===== src/rtl/nibble_serial_adder.sv =====
// Wide adder sequencer: feeds one nibble per cycle to an external 4-bit
// combinational adder and assembles the W-bit sum, with valid/ready on both sides.
module nibble_serial_adder #(
    parameter  int NIBBLES = 4,
    localparam int W       = 4 * NIBBLES
) (
    input  logic         clk,
    input  logic         rst_n,
    input  logic         in_valid,
    output logic         in_ready,
    input  logic [W-1:0] in_a,
    input  logic [W-1:0] in_b,
    input  logic         in_cin,
    output logic [3:0]   add_a,
    output logic [3:0]   add_b,
    output logic         add_cin,
    input  logic [3:0]   add_sum,
    input  logic         add_cout,
    output logic         out_valid,
    input  logic         out_ready,
    output logic [W-1:0] out_sum,
    output logic         out_cout,
    output logic         busy
);

    localparam int              IW       = (NIBBLES > 1) ? $clog2(NIBBLES) : 1;
    localparam logic [IW-1:0]   LAST_IDX = IW'(NIBBLES - 1);

    typedef enum logic [1:0] {
        IDLE,
        ADD,
        DONE
    } state_t;

    state_t        state;
    state_t        state_next;
    logic [W-1:0]  a_reg;
    logic [W-1:0]  b_reg;
    logic [W-1:0]  sum_reg;
    logic          carry_reg;
    logic          cout_reg;
    logic [IW-1:0] idx;
    logic [IW+1:0] nib_lsb;
    logic          accept;
    logic          step;
    logic          last;

    assign nib_lsb = {idx, 2'b00};
    assign last    = (idx == LAST_IDX);

    // NOTE: non-blocking assignments for every register so all flops sample
    // the pre-edge values regardless of process ordering.
    always_ff @(posedge clk or negedge rst_n) begin
        if (!rst_n) begin
            state <= IDLE;
        end else begin
            state <= state_next;
        end
    end

    // NOTE: every output of this block is given a default first, so no path
    // through the case leaves a signal unassigned and no latch is inferred.
    always_comb begin
        state_next = state;
        in_ready   = 1'b0;
        out_valid  = 1'b0;
        busy       = 1'b0;
        accept     = 1'b0;
        step       = 1'b0;
        add_a      = '0;
        add_b      = '0;
        add_cin    = 1'b0;
        unique case (state)
            IDLE: begin
                in_ready = 1'b1;
                if (in_valid) begin
                    accept     = 1'b1;
                    state_next = ADD;
                end
            end
            ADD: begin
                busy    = 1'b1;
                step    = 1'b1;
                add_a   = a_reg[nib_lsb +: 4];
                add_b   = b_reg[nib_lsb +: 4];
                add_cin = carry_reg;
                if (last) begin
                    state_next = DONE;
                end
            end
            DONE: begin
                busy      = 1'b1;
                out_valid = 1'b1;
                if (out_ready) begin
                    state_next = IDLE;
                end
            end
            default: state_next = IDLE;
        endcase
    end

    // NOTE: operand and result registers are reset too; an abort must leave no
    // stale partial sum visible on out_sum.
    always_ff @(posedge clk or negedge rst_n) begin
        if (!rst_n) begin
            a_reg     <= '0;
            b_reg     <= '0;
            sum_reg   <= '0;
            carry_reg <= 1'b0;
            cout_reg  <= 1'b0;
            idx       <= '0;
        end else if (accept) begin
            a_reg     <= in_a;
            b_reg     <= in_b;
            sum_reg   <= '0;
            carry_reg <= in_cin;
            idx       <= '0;
        end else if (step) begin
            sum_reg[nib_lsb +: 4] <= add_sum;
            carry_reg             <= add_cout;
            if (last) begin
                cout_reg <= add_cout;
                idx      <= '0;
            end else begin
                idx <= idx + IW'(1);
            end
        end
    end

    assign out_sum  = sum_reg;
    assign out_cout = cout_reg;

endmodule

===== config.mk =====
export PLATFORM = sky130hd
export DESIGN_NAME = nibble_serial_adder
export DESIGN_NICKNAME = d
export VERILOG_FILES = /design/src/rtl/nibble_serial_adder.sv
export SDC_FILE = /design/constraint.sdc
export NUM_CORES = 1
export LEC_CHECK = 0
export BUFFER_PORTS_ARGS = -buffer_cell sky130_fd_sc_hd__buf_2
export CORE_ASPECT_RATIO = 2
export CORE_MARGIN = 4
export CORE_UTILIZATION = 50
export CTS_BUF_LIST = sky130_fd_sc_hd__clkbuf_16
export DETAILED_ROUTE_END_ITERATION = 12
export PLACE_DENSITY = 0.89
export SLEW_MARGIN = 30
export SYNTH_ARGS = -nofsm -noshare
export SYNTH_HDL_FRONTEND = slang
export SYNTH_SLANG_ARGS = --single-unit

===== constraint.sdc =====
create_clock -name clk -period 3.33 [get_ports clk]
set_input_delay 0.4995 -clock clk [delete_from_list [all_inputs] [get_ports clk]]
set_output_delay 0.4995 -clock clk [all_outputs]
set_load 0.01 [all_outputs]

## After elaboration in Yosys (flattened, before gate mapping)

Index checks and enable logic that the tools add are counted.

- Flip-flop bits (word level): 54
- Bits of input ports: 42
- Logic and storage cells: 46

- $add $sub $neg: 2
- Equal/unequal tests: 6
- Shift-type cells: 4
- Mux-type cells: 21
- Bitwise gates (word level): 1
- Reduce and logical (&&, ||, !) cells: 5

Operator list:

| cell | number |
|---|---|
| 16-bit two-way mux | 2 |
| 16-bit by 5-bit indexed part select with 4-bit output | 2 |
| 16-bit bitwise mux | 1 |
| 4-bit by 6-bit variable shift with 16-bit output, first input constant | 1 |
| 4-bit by 6-bit indexed part select with 16-bit output | 1 |
| 2-bit two-way mux | 6 |
| 1-bit two-way mux | 9 |
| 4-bit two-way mux | 2 |
| 2-bit inequality test, second input constant | 3 |
| 4-bit negator with 6-bit output | 1 |
| 2-bit case mux with 3 select lines | 1 |
| 3-bit AND reduction | 2 |
| 2-bit == test, second input constant | 2 |
| 2-bit by 1-bit adder with 2-bit output, second input constant | 1 |
| 2-bit by 1-bit == test with 1-bit output, second input constant | 1 |
| 2-bit logical NOT | 1 |
| 2-bit nonzero test | 1 |
| 2-bit OR reduction | 1 |
| 1-bit inverter | 1 |

## Logic depth before layout (Yosys ltp)

Gate-level depths: netlist of run 1.

- Depth after elaboration: 5
- Mapped depth: 7
- Mapped depth without buffers: 5

## Worst setup path after synthesis of run 1

OpenSTA, ideal clock, no wires.

- Path type: reg2out
- Start: register idx[0]
- End: output port add_a[0]
- Arrival time: 1.372 ns
- Data required time: 2.830 ns
- Path slack: 1.459 ns
- Stages on the path, launching flop included: 4
- Buffers on the path: 1
- Cells stage by stage: dfrtp_1 buf_4 mux4_2 and2_1

- Longest elaborated chain between the ends: 2

RTL lines:

| element | line | text |
|---|---|---|
| from (decl) | 42 | `logic [IW-1:0] idx;` |
| from (signal assigned) | 125 | `idx <= idx + IW'(1);` |
| 16-bit by 5-bit indexed part select with 4-bit output | 84 | `add_a = a_reg[nib_lsb +: 4];` |
| 4-bit two-way mux | 73 | `unique case (state)` |
| to (decl) | 14 | `output logic [3:0] add_a,` |

No other way between the ends.

## Final worst setup path of run 1

- Start: register idx[0]
- End: output port add_a[3]

Same word-level chain as after synthesis.

==> qor.txt, run 1 <==
Power Density - 842.6 mW/mm^2
Fillers - 457
data required time at the worst endpoint - 2830 ps
number of DRC markers in iteration 0 - 82
clock sinks - 54
critical path launch point type - flip-flop
Clk pwr share - 0.187
synthesized area per cell - 9.856 sq um
f_max - 389.2 MHz
Final Cycle Share - 0.7715
Comb pwr share - 0.396
critical path's slowest cell - dfrtp_1
Synth cell types - 28
die area - 0.006404 sq mm
final hold vios - 0
largest area contributor in the netlist - dfrtp_1
Seq pwr share - 0.417
vias in the first global route - 2051
Post-Route WL - 5614 um
grt ovf - 0
CP bufs+invs - 1
top-count cell post-synth - nand2_1
later-pin clock latency in the skew report - 290 ps
DR vias - 2030
Pint - 1.642 mW
Psw - 955.4 uW
number of gates resized after cts - 0
Post-DRT Antenna Nets - 0
CTS Buf Count - 5
unrepaired setup endpoints after global routing - no
Peak VDD IR - 0.5419 mV
max-cap violations - 0
WL/cell - 14.62 um
Reg clk slew, reported paths - 60 ps
CTS Root Cell - clkbuf_16
switching share of power - 0.3678
postcts setup bufs - 0
Hold Buf Count CTS - 0
CP Max Fanout - 16
Leakage - 1.656 nW
detailed-route DRC error count - 0
first-pass GRT wire length - 9390 um
Arr. time, crit path - 2070 ps
sequential share of the synthesized area - 0.5273
initial core utilization - 0.5219
fin crit period - 2569 ps
worst setup path class - flip-flop to primary output
commonest cells in the netlist - nand2_1, dfrtp_1, and2_1, ha_1
final setup vio count - 0
Mapped Cells - 260
top post-synthesis cells by area - dfrtp_1, nand2_1, mux4_2
maximum buffer depth of the clock tree - 2
Area Growth Syn to Fin - 20.31%
Slew @ Worst Pin - 796.7 ps
DP HPWL - 4335 um
total global-route track usage - 0.1929
htree depth - 2
Crit. End Element - primary output
share of cells above drive strength 1 - 0.2875
gpl congestion - 0.8226
Fin Hold WS - 261.8 ps
CP max stage delay - 850 ps
initial antenna violation count - 0
Yosys top cell area share - 0.5273
die width - 58.62 um
NumNets Final - 380
Post-synth EDFFs - 0
number of detailed-route iterations in the first pass - 4
vias per cell - 5.286
class of the worst hold path - primary input to asynchronous set/reset pin
Syn Nets - 313
core region area - 0.004910 sq mm
CTS tree - built
Async SR Flop Fraction - 1.000
cell breakdown of the critical path - mux4_1 -> and2_1 -> buf_2
Post-Syn Area - 0.002562 sq mm
Fin Clk Skew - 3.211 ps
setup TNS - 0 ps
synthesized flop and latch total - 54
Max-slew headroom - 0.4689
# diodes - 0
Slew Viols, Final - 0
total number of yosys warnings - 0
# rows - 36
Port Buffers - 70
Die H - 109.2 um
Synth Flop Type - dfrtp_1
status - complete, no violations
crit-path leading delay family - flip-flops
I/O pins - 71
largest net degree at the start of global routing - 33
-- worst paths after layout --
kind	start	end	slack [ps]	cells past startpoint
max in group asynchronous	rst_n	a_reg[1]	2300	2
worst min-delay path	rst_n	b_reg[1]	260	1
worst max-delay path	idx[0]	add_a[3]	760	3
worst min register to register	b_reg[13]	b_reg[13]	470	2
worst max register to register	idx[0]	out_sum[7]	1160	5
min in group clk	in_a[9]	a_reg[9]	400	3
-- worst register-to-register path, delay by kind of cell, from the launching register on --
| family | cells | cell delay (ps) |
|---|---|---|
| compound gates | 1 | 160 |
| buf+inv | 1 | 160 |
| flops | 1 | 850 |
| fa+ha+maj | 1 | 410 |
| simple gates | 2 | 510 |
-- cell type report --
type	count	area, sq um	share of cell area
Sequential cell	54	1351	0.4383
Multi-Input combinational cell	186	1129	0.3661
Timing Repair Buffer	72	365.4	0.1185
Clock buffer	5	125.1	0.04058
Tap cell	57	71.32	0.02313
Inverter	8	30.03	0.009740
Clock inverter	2	11.26	0.003653
-- stage by stage --
step	cells	area [sq um]	power, mW	utilization	worst slack, ps
2_1_floorplan	260	2562	1.819	-	1459
3_3_place_gp	377	2944	2.066	0.5996	1071
3_5_place_dp	377	2944	2.136	0.5996	1044
4_1_cts	384	3080	2.629	0.6274	732.2
5_1_grt	384	3083	2.811	0.6279	598.1
6_report	384	3083	2.598	0.6279	760.8
-- cells in the final DEF (no fill, tap or decap) --
| master | count |
|---|---|
| nor2_1 | 7 |
| a222oi_1 | 1 |
| nor4_2 | 1 |
| inv_2 | 1 |
| mux2_2 | 3 |
| mux4_2 | 7 |
| clkbuf_16 | 5 |
| dfrtp_1 | 54 |
| buf_4 | 2 |
| o21ai_0 | 1 |
| or4_4 | 1 |
| nand2_1 | 113 |
| a32o_1 | 4 |
| nand2_2 | 1 |
| clkinvlp_4 | 1 |
| nand4_1 | 4 |
| mux2i_1 | 2 |
| inv_1 | 8 |
| and4bb_2 | 1 |
| a21oi_1 | 5 |
| a22oi_1 | 5 |
| ha_1 | 11 |
| a22o_1 | 1 |
| and2_1 | 11 |
| mux4_1 | 1 |
| o21ai_1 | 4 |
| buf_2 | 70 |
| nor3b_2 | 1 |
| nor3b_1 | 1 |
-- layer usage --
metal  share of wire  up-vias  global-route usage
met2            0.58       52              0.3584
met4           0.016        0             0.07293
met5               0        -                   0
met1            0.36      986              0.2146
li1                -      986                   -
met3           0.049        6             0.02844
-- power groups by stage --
stage / Combinational, mW / Clock [mW] / Sequential (mW)
6_report: 1.03 / 0.487 / 1.08
2_1_floorplan: 0.788 / 0 / 1.03
4_1_cts: 1.04 / 0.498 / 1.09
5_1_grt: 1.16 / 0.532 / 1.12
3_3_place_gp: 0.991 / 0 / 1.08
3_5_place_dp: 1.04 / 0 / 1.10
-- cells by family (layout without fill, tap and decap cells) --
family | after synthesis | count (layout) | share of synthesized area
DFF | 54 | 54 | 0.5273
AOI/OAI and AO/OA | 21 | 21 | 0.05713
buffers and inverters | 20 | 87 | 0.03320
muxes | 13 | 13 | 0.09277
adders and majority gates | 11 | 11 | 0.05371
and+or+nand+nor | 141 | 141 | 0.2358
No activity file was read; power rests on OpenSTA's default activity.
==> inputs of run 2 (changes only) <==
Settings changed: CORE_UTILIZATION 50 to 47, PLACE_DENSITY 0.89 to 0.88.
Clock period 3.33 ns to 2.12 ns, I/O delays scaled along.
==> qor.txt, run 2 (synthesis results as in run 1) <==
vias per cell - 5.288
critical path's slowest cell - mux4_1
Peak VDD IR - 0.8886 mV
Post-DRT Antenna Nets - 0
I/O pins - 71
die area - 0.006769 sq mm
initial antenna violation count - 0
Port Buffers - 70
first-pass GRT wire length - 9370 um
WL/cell - 14.70 um
critical path launch point type - flip-flop
Leakage - 1.715 nW
DR vias - 2078
Die H - 112.4 um
later-pin clock latency in the skew report - 290 ps
Power Density - 1358 mW/mm^2
die width - 60.21 um
number of detailed-route iterations in the first pass - 4
largest net degree at the start of global routing - 33
crit-path leading delay family - multiplexers
initial core utilization - 0.4898
vias in the first global route - 2065
grt ovf - 0
unrepaired setup endpoints after global routing - no
Reg clk slew, reported paths - 60 ps
most frequent cells in the layout - nand2_1, buf_2, dfrtp_1
setup slack after layout - 88.86 ps
CP max stage delay - 540 ps
final setup vio count - 0
Arr. time, crit path - 1710 ps
Place WS - 278.1 ps
maximum buffer depth of the clock tree - 2
status - complete, no violations
Reg2Reg Setup Slack - 230 ps
total global-route track usage - 0.1816
Area Growth Syn to Fin - 24.46%
Final Cycle Share - 0.9581
Post-Route WL - 5779 um
Fillers - 453
power consumption - 4.332 mW
CTS Buf Count - 5
worst setup path class - flip-flop to primary output
DP HPWL - 4421 um
Slew Viols, Final - 0
# rows - 37
cell breakdown of the critical path - buf_12 -> mux4_1 -> and2_1 -> buf_2
detailed-route DRC error count - 0
f_max - 492.3 MHz
# diodes - 0
Slew @ Worst Pin - 480.6 ps
CP Max Fanout - 14
gpl congestion - 0.7537
htree depth - 2
commonest non-fill, non-tap cell in the layout - nand2_1
clock sinks - 54
CTS tree - built
Max-slew headroom - 0.6796
class of the worst hold path - primary input to flip-flop
Crit. End Element - primary output
core region area - 0.005231 sq mm
NumNets Final - 387
postcts setup bufs - 0
CP bufs+invs - 2
data required time at the worst endpoint - 1800 ps
Fin Clk Skew - 2.786 ps
fin crit period - 2031 ps
setup TNS - 0 ps
max-cap violations - 0
share of cells above drive strength 1 - 0.2985
CTS Root Cell - clkbuf_16
final hold vios - 0
number of DRC markers in iteration 0 - 78
run 2: changes by cell type in the layout (fill, tap and decap cells not counted), sizes merged:
cell         previous run  this run
bufinv                  0         1
inv                     9        10
buf                    72        78
clkinvlp                1         0
dlygate4sd3             0         1
run 2: routing by layer:
metal / global-route usage / vias to the layer above / wire length [um]
li1: - / 1002 / -
met1: 0.2086 / 991 / 2119
met2: 0.3143 / 71 / 3226
met3: 0.03107 / 14 / 297
met4: 0.08284 / 0 / 136
met5: 0 / - / 0
run 2: path summary, 6_finish.rpt:
| check | start | end | cells past startpoint |
|---|---|---|---|
| max | idx[0] | add_a[3] | 4 |
| min | in_a[2] | a_reg[2] | 3 |
| max reg2reg | state[0] | out_sum[12] | 6 |
| min reg2reg | a_reg[8] | a_reg[8] | 2 |
| max in group asynchronous | rst_n | idx[0] | 3 |
| min in group asynchronous | rst_n | b_reg[9] | 2 |
run 2: final cells by class:
class / count / area, sq um / area share
sequential: 54 / 1353 / 0.4241
multi-input combinational: 186 / 1126 / 0.3531
timing repair buffer: 79 / 445.4 / 0.1397
clock buffer: 5 / 125.1 / 0.03923
tap: 58 / 72.57 / 0.02275
clock inverter: 3 / 37.54 / 0.01177
inverter: 8 / 30.03 / 0.009415
run 2: timing repair:
item / 4_1_cts / 5_1_grt
hold endpoints to repair: 9 / 0
hold buffers: 1 / 0
resized for setup: 0 / 1
setup endpoints to repair: 0 / 1
run 2: stage by stage:
step	util	cell area, sq um	hold WS (ps)	std cells
global route	0.6097	3189	223.2	393
finish	0.6097	3189	216.8	393
CTS	0.6094	3188	211.9	393
global placement	0.5764	3015	185.8	384
floorplan	-	2562	22.41	260
detailed placement	0.5764	3015	186.4	384
run 2: worst min-delay path, stage by stage:
cell and delay [ps]:
buf_2 70, nand2_1 40, nand2_1 40
run 2: where the power goes:
part,internal [mW],switching (mW)
Clock,0.549,0.340
Combinational,0.827,0.977
Sequential,1.42,0.218
